[src/rtl/fp_wb_arbiter.sv]
// FP write-back arbiter: merges FMA and buffered div/sqrt results onto the
// single f-register-file write port and tracks pending writes for issue.
module fp_wb_arbiter #(
    parameter int DEPTH      = 2,
    parameter int STARVE_MAX = 4
) (
    input  logic        i_clk,
    input  logic        i_rst_n,
    input  logic        i_issue_valid,
    input  logic        i_issue_wr,
    input  logic [4:0]  i_issue_rd_addr,
    input  logic [4:0]  i_issue_rs1_addr,
    input  logic [4:0]  i_issue_rs2_addr,
    input  logic [4:0]  i_issue_rs3_addr,
    input  logic        i_issue_uses_rs3,
    output logic        o_issue_stall,
    input  logic        i_fma_valid,
    input  logic [4:0]  i_fma_rd_addr,
    input  logic [31:0] i_fma_data,
    input  logic        i_div_valid,
    input  logic [4:0]  i_div_rd_addr,
    input  logic [31:0] i_div_data,
    output logic        o_div_ready,
    output logic        o_rd_wren,
    output logic [4:0]  o_rd_addr,
    output logic [31:0] o_rd_data,
    output logic [31:0] o_busy
);

    localparam int AW = (DEPTH > 1) ? $clog2(DEPTH) : 1;
    localparam int CW = $clog2(DEPTH + 1);
    localparam int SW = $clog2(STARVE_MAX + 1);

    logic [4:0]    r_mem_addr [DEPTH];
    logic [31:0]   r_mem_data [DEPTH];
    logic [AW-1:0] r_wptr;
    logic [AW-1:0] r_rptr;
    logic [CW-1:0] r_count;
    logic [SW-1:0] r_starve;
    logic [31:0]   r_busy;
    logic          r_rd_wren;
    logic [4:0]    r_rd_addr;
    logic [31:0]   r_rd_data;

    logic          w_full;
    logic          w_empty;
    logic          w_push;
    logic          w_pop;
    logic          w_win;
    logic [4:0]    w_win_addr;
    logic [31:0]   w_win_data;
    logic          w_starved;
    logic          w_accept;
    logic [31:0]   w_busy_nxt;

    assign w_full      = (r_count == CW'(DEPTH));
    assign w_empty     = (r_count == '0);
    assign o_div_ready = !w_full & i_rst_n;
    assign w_push      = i_div_valid & o_div_ready;
    // FMA has no backpressure, so the FIFO head only goes when FMA is idle
    assign w_pop       = !i_fma_valid & !w_empty;
    assign w_win       = i_fma_valid | w_pop;
    assign w_win_addr  = i_fma_valid ? i_fma_rd_addr : r_mem_addr[r_rptr];
    assign w_win_data  = i_fma_valid ? i_fma_data : r_mem_data[r_rptr];
    assign w_starved   = (r_starve == SW'(STARVE_MAX));

    // Issue hold: operand/destination hazards or a starved div FIFO
    always_comb begin
        o_issue_stall = r_busy[i_issue_rs1_addr]
                      | r_busy[i_issue_rs2_addr]
                      | (i_issue_uses_rs3 & r_busy[i_issue_rs3_addr])
                      | (i_issue_wr & r_busy[i_issue_rd_addr])
                      | w_starved;
    end

    assign w_accept = i_issue_valid & !o_issue_stall;

    // Next scoreboard: set on accepted writer, clear on write-back (clear wins)
    always_comb begin
        w_busy_nxt = r_busy;
        if (w_accept && i_issue_wr && (i_issue_rd_addr != 5'd0)) begin
            w_busy_nxt[i_issue_rd_addr] = 1'b1;
        end
        if (w_win) begin
            w_busy_nxt[w_win_addr] = 1'b0;
        end
        w_busy_nxt[0] = 1'b0;
    end

    // FIFO storage; contents are don't-care while the count says empty
    always_ff @(posedge i_clk) begin
        if (w_push) begin
            r_mem_addr[r_wptr] <= i_div_rd_addr;
            r_mem_data[r_wptr] <= i_div_data;
        end
    end

    // FIFO pointers and occupancy; pointers wrap by power-of-two width
    always_ff @(posedge i_clk) begin
        if (!i_rst_n) begin
            r_wptr  <= '0;
            r_rptr  <= '0;
            r_count <= '0;
        end else begin
            if (w_push) begin
                r_wptr <= r_wptr + AW'(1);
            end
            if (w_pop) begin
                r_rptr <= r_rptr + AW'(1);
            end
            if (w_push && !w_pop) begin
                r_count <= r_count + CW'(1);
            end else if (!w_push && w_pop) begin
                r_count <= r_count - CW'(1);
            end
        end
    end

    // Count cycles the waiting FIFO head loses to FMA, saturating
    always_ff @(posedge i_clk) begin
        if (!i_rst_n) begin
            r_starve <= '0;
        end else if (w_empty || w_pop) begin
            r_starve <= '0;
        end else if (i_fma_valid && !w_starved) begin
            r_starve <= r_starve + SW'(1);
        end
    end

    // Register the arbitration winner onto the register-file write port
    always_ff @(posedge i_clk) begin
        if (!i_rst_n) begin
            r_rd_wren <= 1'b0;
            r_rd_addr <= '0;
            r_rd_data <= '0;
        end else if (w_win) begin
            r_rd_wren <= (w_win_addr != 5'd0);
            r_rd_addr <= w_win_addr;
            r_rd_data <= w_win_data;
        end else begin
            r_rd_wren <= 1'b0;
        end
    end

    // Scoreboard register
    always_ff @(posedge i_clk) begin
        if (!i_rst_n) begin
            r_busy <= '0;
        end else begin
            r_busy <= w_busy_nxt;
        end
    end

    assign o_rd_wren = r_rd_wren;
    assign o_rd_addr = r_rd_addr;
    assign o_rd_data = r_rd_data;
    assign o_busy    = r_busy;

endmodule

[config.mk]
export PLATFORM = sky130hd
export DESIGN_NAME = fp_wb_arbiter
export DESIGN_NICKNAME = d
export VERILOG_FILES = /design/src/rtl/fp_wb_arbiter.sv
export SDC_FILE = /design/constraint.sdc
export NUM_CORES = 1
export LEC_CHECK = 0
export BUFFER_PORTS_ARGS = -buffer_cell sky130_fd_sc_hd__buf_2
export CORE_MARGIN = 5
export CORE_UTILIZATION = 49
export CTS_CLUSTER_DIAMETER = 100
export DETAILED_ROUTE_END_ITERATION = 8
export PLACE_DENSITY = 0.78
export SLEW_MARGIN = 40
export SYNTH_ARGS = -nofsm -noshare
export SYNTH_HDL_FRONTEND = slang
export SYNTH_SLANG_ARGS = --single-unit
[constraint.sdc]
create_clock -name i_clk -period 2.7 [get_ports i_clk]
set_clock_uncertainty 0.1 [all_clocks]
set_input_delay 0.54 -clock i_clk [delete_from_list [all_inputs] [get_ports i_clk]]
set_output_delay 0.54 -clock i_clk [all_outputs]
set_load 0.005 [all_outputs]
Word-level counts from Yosys, hierarchy flattened
Memories as Yosys holds them, arrays and structs flattened. A register that Yosys moved wholly into a read port is not among the register bits.
Index checks and enable logic that the tools add are counted.
{ "op_classes": {"addsub": 5, "n_lt_le_gt_ge": 7, "eq_ne": 2, "muxes": 24, "bitwise": 15, "n_reduce_logical": 21} }
{ "ops": {"columns": ["cell", "count"], "rows": [
  ["32-bit two-way mux", 3],
  ["32-bit bitwise AND", 1],
  ["32-bit NOT", 1],
  ["32-bit OR", 1],
  ["5-bit by 6-bit less-than comparator with 1-bit output, second input constant", 5],
  ["1-bit binary-select mux with 5-bit select", 4],
  ["1-bit two-way mux", 12],
  ["1-bit demux with 5-bit select", 2],
  ["5-bit by 1-bit greater-or-equal comparator with 1-bit output, second input constant", 2],
  ["5-bit nonzero test", 2],
  ["1-bit logical AND", 7],
  ["1-bit logical NOT", 7],
  ["1-bit bitwise AND", 6],
  ["5-bit two-way mux", 1],
  ["1-bit OR", 5],
  ["2-bit two-way mux", 2],
  ["3-bit by 1-bit adder with 3-bit output, second input constant", 1],
  ["3-bit == test, second input constant", 1],
  ["1-bit adder, second input constant", 2],
  ["2-bit by 1-bit adder with 2-bit output, second input constant", 1],
  ["2-bit == test, second input constant", 1],
  ["2-bit logical NOT", 1],
  ["2-bit AND reduction", 1],
  ["2-bit nonzero test", 1],
  ["4 further kinds", 4]
]} }
{ "totals": {"reg_bits": 77, "mem_bits_rw": 74, "input_bits": 101, "output_inout_bits": 72, "elab_cells": 85, "n_memories": 2} }
{ "memory_table": {"columns": ["name", "words", "width", "read_ports", "rd_clocked_by_memory_dff", "wr", "line", "source"], "rows": [
  ["r_mem_data", 2, 32, 1, 1, 1, "35", "logic [31:0] r_mem_data [DEPTH];"],
  ["r_mem_addr", 2, 5, 1, 1, 1, "34", "logic [4:0] r_mem_addr [DEPTH];"]
]} }

Logic depth before layout (Yosys ltp)
Gate-level depths: netlist of the first run.
{ "logic_depth": {"ltp_word": 13, "depth_mapped": 9, "depth_no_buf": 8} }

Worst setup path before layout of the first run
Ideal clock, no wire load.
{ "synth_timing": {"path_kind": "input -> register", "startpoint": "input port i_rst_n", "endpoint": "memory r_mem_addr[0][0] (enable)", "setup_ns": 0.433, "t_arrival_ns": 2.566, "required_ns": 2.167, "path_slack_ns": -0.398, "cell_stages": 3, "path_buffers": 0, "path_cell_list": "a21boi_0 nand2_1 nor2_1"} }
{ "synth_between": {"elab_chain_cells": 4} }
{ "synth_rtl": {"columns": ["element", "line", "source"], "rows": [
  ["from (decl)", "8", "input logic i_rst_n,"],
  ["1-bit bitwise AND", "58", "assign o_div_ready = !w_full & i_rst_n;"],
  ["1-bit bitwise AND", "59", "assign w_push = i_div_valid & o_div_ready;"],
  ["1-bit two-way mux", "92", "if (w_push) begin"],
  ["1-bit two-way mux (implied by the code)", "93", "r_mem_addr[r_wptr] <= i_div_rd_addr;"],
  ["to (decl)", "34", null]
]} }
Every way passes these cells.

Final worst setup path of the first run
{ "layout_timing": {"startpoint": "register r_busy[20] (netlist: o_busy[20])", "endpoint": "output port o_issue_stall"} }
{ "layout_between": {"elab_chain_cells": 6, "elab_cells_between_ends": 14, "cone_classes": "mux (8); bitwise (6)"} }
{ "layout_rtl": {"columns": ["element", "line", "source"], "rows": [
  ["from (decl)", "40", "logic [31:0] r_busy;"],
  ["from (signal assigned)", "150", "r_busy <= w_busy_nxt;"],
  ["1-bit binary-select mux with 5-bit select, on equally long branches", "69, 70, 71", null],
  ["1-bit two-way mux, on equally long branches", "69, 70, 71", null],
  ["1-bit OR / 1-bit bitwise AND (equally long branches)", "70, 71", null],
  ["1-bit OR", "71", "| (i_issue_uses_rs3 & r_busy[i_issue_rs3_addr])"],
  ["1-bit OR *", "72", "| (i_issue_wr & r_busy[i_issue_rd_addr])"],
  ["1-bit OR *", "73", "| w_starved;"],
  ["to (decl)", "16", "output logic o_issue_stall,"]
]} }
Every way passes the cells marked *; elsewhere a longest branch is shown, timed or not. The select of a mux whose other input is x is not followed.

==> metrics.md, run 1 <==
| Metric | Value |
|---|---|
| Outcome | `finished, violations left` |
| Violated checks | `setup timing` |
| Cts-stage hold buffer count | `0` |
| Leak pwr | `3.62 nW` |
| Worst vdd rail ir drop | `653 uV` |
| Nets in the synthesized netlist | `772` |
| Worst Setup End Kind | `primary output` |
| Initial antenna violation count | `3` |
| Layout cell share with drive strength beyond 1 | `0.350` |
| Biggest area contributors in the synthesized netlist | `edfxtp_1, dfxtp_1, mux2i_1` |
| Critical Path RT | `2.06 ns` |
| Starting density of the core | `0.502` |
| Async set-reset flop share out of synthesis | `0` |
| Top cell type by total area after synthesis | `edfxtp_1` |
| Core area | `0.0146 mm2` |
| Number of instances in the synthesized netlist | `668` |
| Syn. warnings | `0` |
| Unrepaired setup endpoints after global routing | `true` |
| Total vias in the final route | `6207` |
| Share of the synthesized area in the top cell type | `0.302` |
| Final routed wire length divided by cell count | `18.2 um` |
| Final-report hold violation count | `0` |
| Wire length of the first global-routing pass | `30.7 mm` |
| Cell area power density | `737 mW/mm2` |
| Inst Count DP | `1021` |
| Mean area per synthesized cell | `11.0 um2` |
| Largest fanout on the critical path | `6` |
| Row cnt | `44` |
| Max-cap viol count | `0` |
| Seq/Total Area, Yosys | `0.512` |
| Final design utilization | `0.633` |
| Most used flip-flop cell after synthesis | `dfxtp_1` |
| Ratio of routed vias to standard cells | `5.82` |
| Detailed placer's ending HPWL | `13.9 mm` |
| Skew-Pair Late Insertion Delay | `0.41 ns` |
| Largest buffer count on any clock path | `2` |
| Most used standard cells in the synthesized netlist | `dfxtp_1, edfxtp_1, a21oi_1, mux2i_1, nor2_1` |
| CTS root buf | `clkbuf_16` |
| Post-layout instance count excluding filler cells | `1066` |
| Number of CTS-inserted buffers | `17` |
| Clock sinks | `151` |
| Critical path startpoint category | `flop` |
| Die outline area | `0.0176 mm2` |
| Buffers on Ports | `171` |
| Combined area of all synthesized cells | `0.00735 mm2` |
| Number of max-slew violations in the final report | `0` |
| Number of enable-type register cells in the synthesized netlist | `74` |
| Die outline height | `132 um` |
| Critical Path AT | `2.20 ns` |
| WS Path Type | `reg2out` |
| Count of antenna-violating nets left after detailed routing | `0` |
| Final cycle utilization of the critical path | `1.05` |
| Total setup violations reported at the end of the flow | `1` |
| GPL Wtd Cong | `0.910` |
| Clock slew at reported path FFs | `0.07 ns` |
| Startpoint of the most critical setup path | `o_busy[20]` |
| Max Clock Freq | `352 MHz` |
| Max H-tree Level | `4` |
| Relative slew slack | `0.538` |
| Number of iterations in the first detailed-routing pass | `5` |
| Slew of the pin with the lowest slew margin | `0.693 ns` |
| TritonCTS clock tree | `yes` |
| Path type of the worst min-delay path | `in2reg` |
| PnR worst setup slack | `-0.140 ns` |
| Pin count of the biggest net entering global routing | `76` |
| Final wirelength | `19.4 mm` |
| Die boundary width | `132 um` |
| Final critical path time including I/O delays and setup | `2.84 ns` |
| Number of design rule violations left after detail routing | `0` |
| Netlist cell types | `64` |
| Area growth from synthesis to layout | `26.1%` |
| Via count of the first global-routing pass | `5886` |
| Count of state elements after synthesis | `151` |
| RR Startpoint | `o_busy[20]` |
| GRT overflow | `0` |
| Global router's overall resource usage | `0.217` |
| Starting DRT DRC Count | `523` |
| Most repeated cell in the gate-level netlist after synthesis | `dfxtp_1` |
| # nets final | `972` |
| Startpoint of the most critical hold path | `i_div_data[18]` |
| Count of boundary I/O pins | `173` |
## report_power, final
group          switching [W]  internal, W
clock               0.000976      0.00132
sequential          0.000121      0.00264
combinational        0.00103     0.000743
## critical path, cell delays in order, from the launching register on
cell	delay [ns]
dfxtp_4	0.37
mux4_2	0.45
mux2_4	0.30
a21oi_2	0.15
o31ai_2	0.08
a31oi_2	0.21
nand3b_1	0.10
buf_2	0.13
## layout by cell type (no fill, tap or decap), types with 5 or more instances in the layout
cell         n
buf_4       53
edfxtp_1    74
mux4_2      12
inv_1       36
nand3_1      9
o22ai_1      6
o21ai_0      7
o21ai_1      5
mux2i_1     60
or3_1        5
and2_1       5
nor2b_1     39
o211ai_1     5
dfxtp_1     60
dfxtp_4     10
a211oi_1    32
nand2_1     32
nor2_1      50
a21boi_0     6
dfxtp_2      7
buf_2      171
a21oi_1     63
mux4_1       5
clkbuf_16   17
o221ai_1    25
## logic make-up (layout without fill, tap and decap cells)
kind of cell    Yosys count  after routing  share of synthesized area
simple gates            175            175                      0.125
compound gates          171            171                      0.155
flops                   151            151                      0.512
mux                      82             82                      0.144
buf+inv                  81            294                     0.0533
xor+xnor                  4              4                    0.00477
fa+ha+maj                 3              3                    0.00511
other cells               1              2                   0.000510
## flip-flops by register name, indices dropped and copies added (netlist names), named ones only
name	count
r_mem_data	64
o_rd_data	32
o_busy	31
r_mem_addr	10
o_rd_addr	5
r_starve	3
r_count	2
o_rd_wren	1
r_rptr	1
r_wptr	1
## layer usage
metal	vias to the layer above	track usage	wire length, um
met4	6	0.0722	500
met3	43	0.0710	1690
met2	293	0.349	9200
met1	2959	0.277	7990
met5	-	0	28
li1	2906	-	-
## worst paths after layout
path	endpoint	slack, ns	cells past startpoint
max	o_issue_stall	-0.14	7
min	r_mem_data[1][18]	0.21	1
min reg2reg	o_rd_addr[4]	0.37	2
max reg2reg	o_busy[26]	0.12	10
## per-stage QoR
step	cell area, um2	power [W]	setup WS (ns)	hold slack (ns)	TNS [ns]
2_1_floorplan	7380	0.00404	0.00542	0.357	0
3_3_place_gp	8540	0.00453	-0.0561	0.349	-0.612
3_5_place_dp	8540	0.00459	-0.111	0.363	-2.25
4_1_cts	9180	0.00687	-0.144	0.194	-0.144
5_1_grt	9270	0.00721	-0.203	0.190	-0.209
6_report	9270	0.00683	-0.140	0.211	-0.140
## final cells by class
class | count | area (um2)
diodes | 1 | 2.50
clock buffers | 19 | 443
clock inverters | 13 | 136
fillers | 1178 | 5370
inverters | 36 | 135
multi-input cells | 436 | 3220
flip-flops and latches | 151 | 3810
well taps | 184 | 230
repair buffers | 226 | 1290
## timing repair
item / 4_1_cts / 5_1_grt
pin swaps: 2 / 3
setup buffers: 3 / 9
endpoints found under the setup margin: 1 / 1
endpoints found under the hold margin: 0 / 0
resized for setup: 18 / 10
No activity file was read; power rests on OpenSTA's default activity.
==> run 2: changes to the inputs <==
Settings changed: CORE_UTILIZATION 49 to 54, PLACE_DENSITY 0.78 to 0.81.
Clock period 2.7 ns to 3.12 ns, I/O delays scaled along.
==> run 2 against run 1 <==
The run now ends clean. Register-to-register slack improved by 0.48 ns. Cell count fell by 4.6%. Sequential cell count stayed put. Clock power fell by 22%. Cell area fell by 4.7%. Largest cell class unchanged. Highest routed layer unchanged.
==> metrics.md, run 2 (synthesis results as in run 1) <==
| Metric | Value |
|---|---|
| Outcome | `completed` |
| Starting density of the core | `0.553 (+0.0509)` |
| Number of max-slew violations in the final report | `0 (unchanged)` |
| Final TNS setup | `0 ns (+0.140 ns)` |
| Count of antenna-violating nets left after detailed routing | `0 (unchanged)` |
| Most used cells in the layout excluding fill and tap cells | `buf_2, dfxtp_1, edfxtp_1` |
| Count of boundary I/O pins | `173 (unchanged)` |
| GRT overflow | `0 (unchanged)` |
| Maximum single-stage delay on the critical path | `0.51 ns (+0.06 ns)` |
| Area growth from synthesis to layout | `20.2%` |
| Clock slew at reported path FFs | `0.06 ns (about the same)` |
| Pre-CTS worst setup slack | `0.0759 ns (+0.187 ns)` |
| Starting DRT DRC Count | `420 (-20%)` |
| WS Path Type | `in2out` |
| Max FFs per register | `64 (unchanged)` |
| Final critical path time including I/O delays and setup | `3.00 ns` |
| Worst Setup End Kind | `primary output` |
| Number of iterations in the first detailed-routing pass | `4 (-1)` |
| Worst hold margin | `0.303 ns (+0.0923 ns)` |
| Die outline height | `127 um (-4.4%)` |
| Post-route cell area | `0.00884 mm2 (-4.7%)` |
| Final routed wire length divided by cell count | `19.0 um (+4.6%)` |
| Wire length of the first global-routing pass | `31.0 mm (+0.97%)` |
| Pin count of the biggest net entering global routing | `76 (unchanged)` |
| Layout cell share with drive strength beyond 1 | `0.294 (-0.0559)` |
| Final design utilization | `0.665 (+0.0315)` |
| Critical path startpoint category | `input port` |
| Final cycle utilization of the critical path | `0.962` |
| Post-CTS setup buffer count | `0 (-3)` |
| Critical Path RT | `2.40 ns (+0.34 ns)` |
| Largest buffer count on any clock path | `2 (unchanged)` |
| Die outline area | `0.0160 mm2 (-8.6%)` |
| Slew of the pin with the lowest slew margin | `0.696 ns (+0.00262 ns)` |
| Category of cells accounting for the largest share of critical-path delay | `multiplexers` |
| Post-cts gate resize count | `0 (-18)` |
| Critical path cell sequence | `clkbuf_4 > mux4_2 > mux2_2 > nor3b_1 > a31oi_1 > a31oi_2 > nand3b_1 > buf_2` |
| Detailed placer's ending HPWL | `13.8 mm (-0.95%)` |
| Register with the most flip-flops | `r_mem_data` |
| CTS root buf | `clkbuf_16` |
| Worst vdd rail ir drop | `750 uV (+15%)` |
| Most common library cell in the layout ignoring fill and taps | `buf_2` |
| ANT cells | `0 (-1)` |
| Skew-Pair Late Insertion Delay | `0.41 ns (about the same)` |
| # nets final | `932 (-4.1%)` |
| Number of design rule violations left after detail routing | `0 (unchanged)` |
| Max Clock Freq | `333 MHz` |
| GPL Wtd Cong | `0.982 (+7.9%)` |
| Cell with the largest stage delay on the worst path | `mux4_2` |
| Filler Cells Inserted | `1000 (-15%)` |
| Total setup violations reported at the end of the flow | `0 (-1)` |
| Critical Path AT | `2.28 ns (+0.08 ns)` |
| Cell area power density | `647 mW/mm2 (-12%)` |
| Core area | `0.0133 mm2 (-9.2%)` |
| Final-report hold violation count | `0 (unchanged)` |
| Instance area at placement | `0.00831 mm2 (-2.8%)` |
| PnR worst setup slack | `0.117 ns (+0.257 ns)` |
| Initial antenna violation count | `1 (-2)` |
| Max H-tree Level | `4 (unchanged)` |
| Final wirelength | `19.4 mm (-0.21%)` |
| Leak pwr | `3.37 nW (-7.0%)` |
| Number of CTS-inserted buffers | `17 (unchanged)` |
| Buffers on Ports | `171 (unchanged)` |
| Max-cap viol count | `0 (unchanged)` |
| Ratio of routed vias to standard cells | `5.91 (+1.5%)` |
| Unrepaired setup endpoints after global routing | `false` |
| Row cnt | `42 (-4.5%)` |
| TritonCTS clock tree | `yes` |
| Sum of buffers and inverters on the critical path | `2 (+1)` |
| Path type of the worst min-delay path | `in2reg` |
| Largest fanout on the critical path | `10 (+4)` |
| Relative slew slack | `0.535 (-0.00275)` |
| Cts-stage hold buffer count | `0 (unchanged)` |
| Global router's overall resource usage | `0.241 (+0.0242)` |
| Total vias in the final route | `6009 (-3.2%)` |
| Die boundary width | `127 um (-4.4%)` |
| Via count of the first global-routing pass | `6201 (+5.4%)` |
| Clock sinks | `151 (unchanged)` |
## run 2: cell types whose count changed in the layout (fill, tap and decap cells not counted), moves of 2 or more
cell	previous run	this run
dfxtp_4	10	0
clkinvlp_4	3	5
dfxtp_1	60	76
dfxtp_2	7	1
inv_8	2	0
clkbuf_1	1	3
inv_6	4	1
clkinv_2	0	2
buf_4	53	14
## run 2: worst register-to-register path: cells and delay by family (launching register included)
family          cells  cell delay (ns)
compound gates      2             0.54
simple gates        3             0.55
flops               1             0.39
mux                 2             0.69
buf+inv             1             0.18
## run 2: per-stage QoR
stage,total power [W],instances
after floorplan,0.00349,668
after global placement,0.00385,985
after detailed placement,0.00394,985
after CTS,0.00575,1017
after global routing,0.00603,1017
final,0.00572,1017
## run 2: layout make-up
cell class,count,area (um2),share of cell area
Sequential cell,151,3760,0.426
Multi-Input combinational cell,436,3200,0.363
Timing Repair Buffer,186,983,0.111
Clock buffer,21,450,0.0510
Tap cell,176,220,0.0249
Inverter,36,135,0.0153
Clock inverter,11,77.6,0.00878
## run 2: path summary, 6_finish.rpt
path	startpoint	to	slack (ns)	cells past startpoint
hold / removal	i_div_data[23]	r_mem_data[1][23]	0.30	1
setup / recovery	i_issue_rs3_addr[1]	o_issue_stall	0.12	8
hold reg to reg	o_rd_addr[4]	o_rd_addr[4]	0.37	2
setup reg to reg	o_busy[11]	o_busy[17]	0.60	8
## run 2: report_power, final
part / switching, W / total [W] / internal, W / leakage (nW)
logic: 0.000912 / 0.00152 / 0.000603 / 1.82
registers: 0.000107 / 0.00240 / 0.00229 / 1.31
clock network: 0.000765 / 0.00180 / 0.00104 / 0.243
## run 2: per-layer routing
metal  GRT usage  wire length, um  up-vias
li1            -                -     2812
met1       0.296             7770     2885
met2       0.405             9610      280
met3      0.0731             1690       30
met4      0.0808              279        2
met5           0               11        -
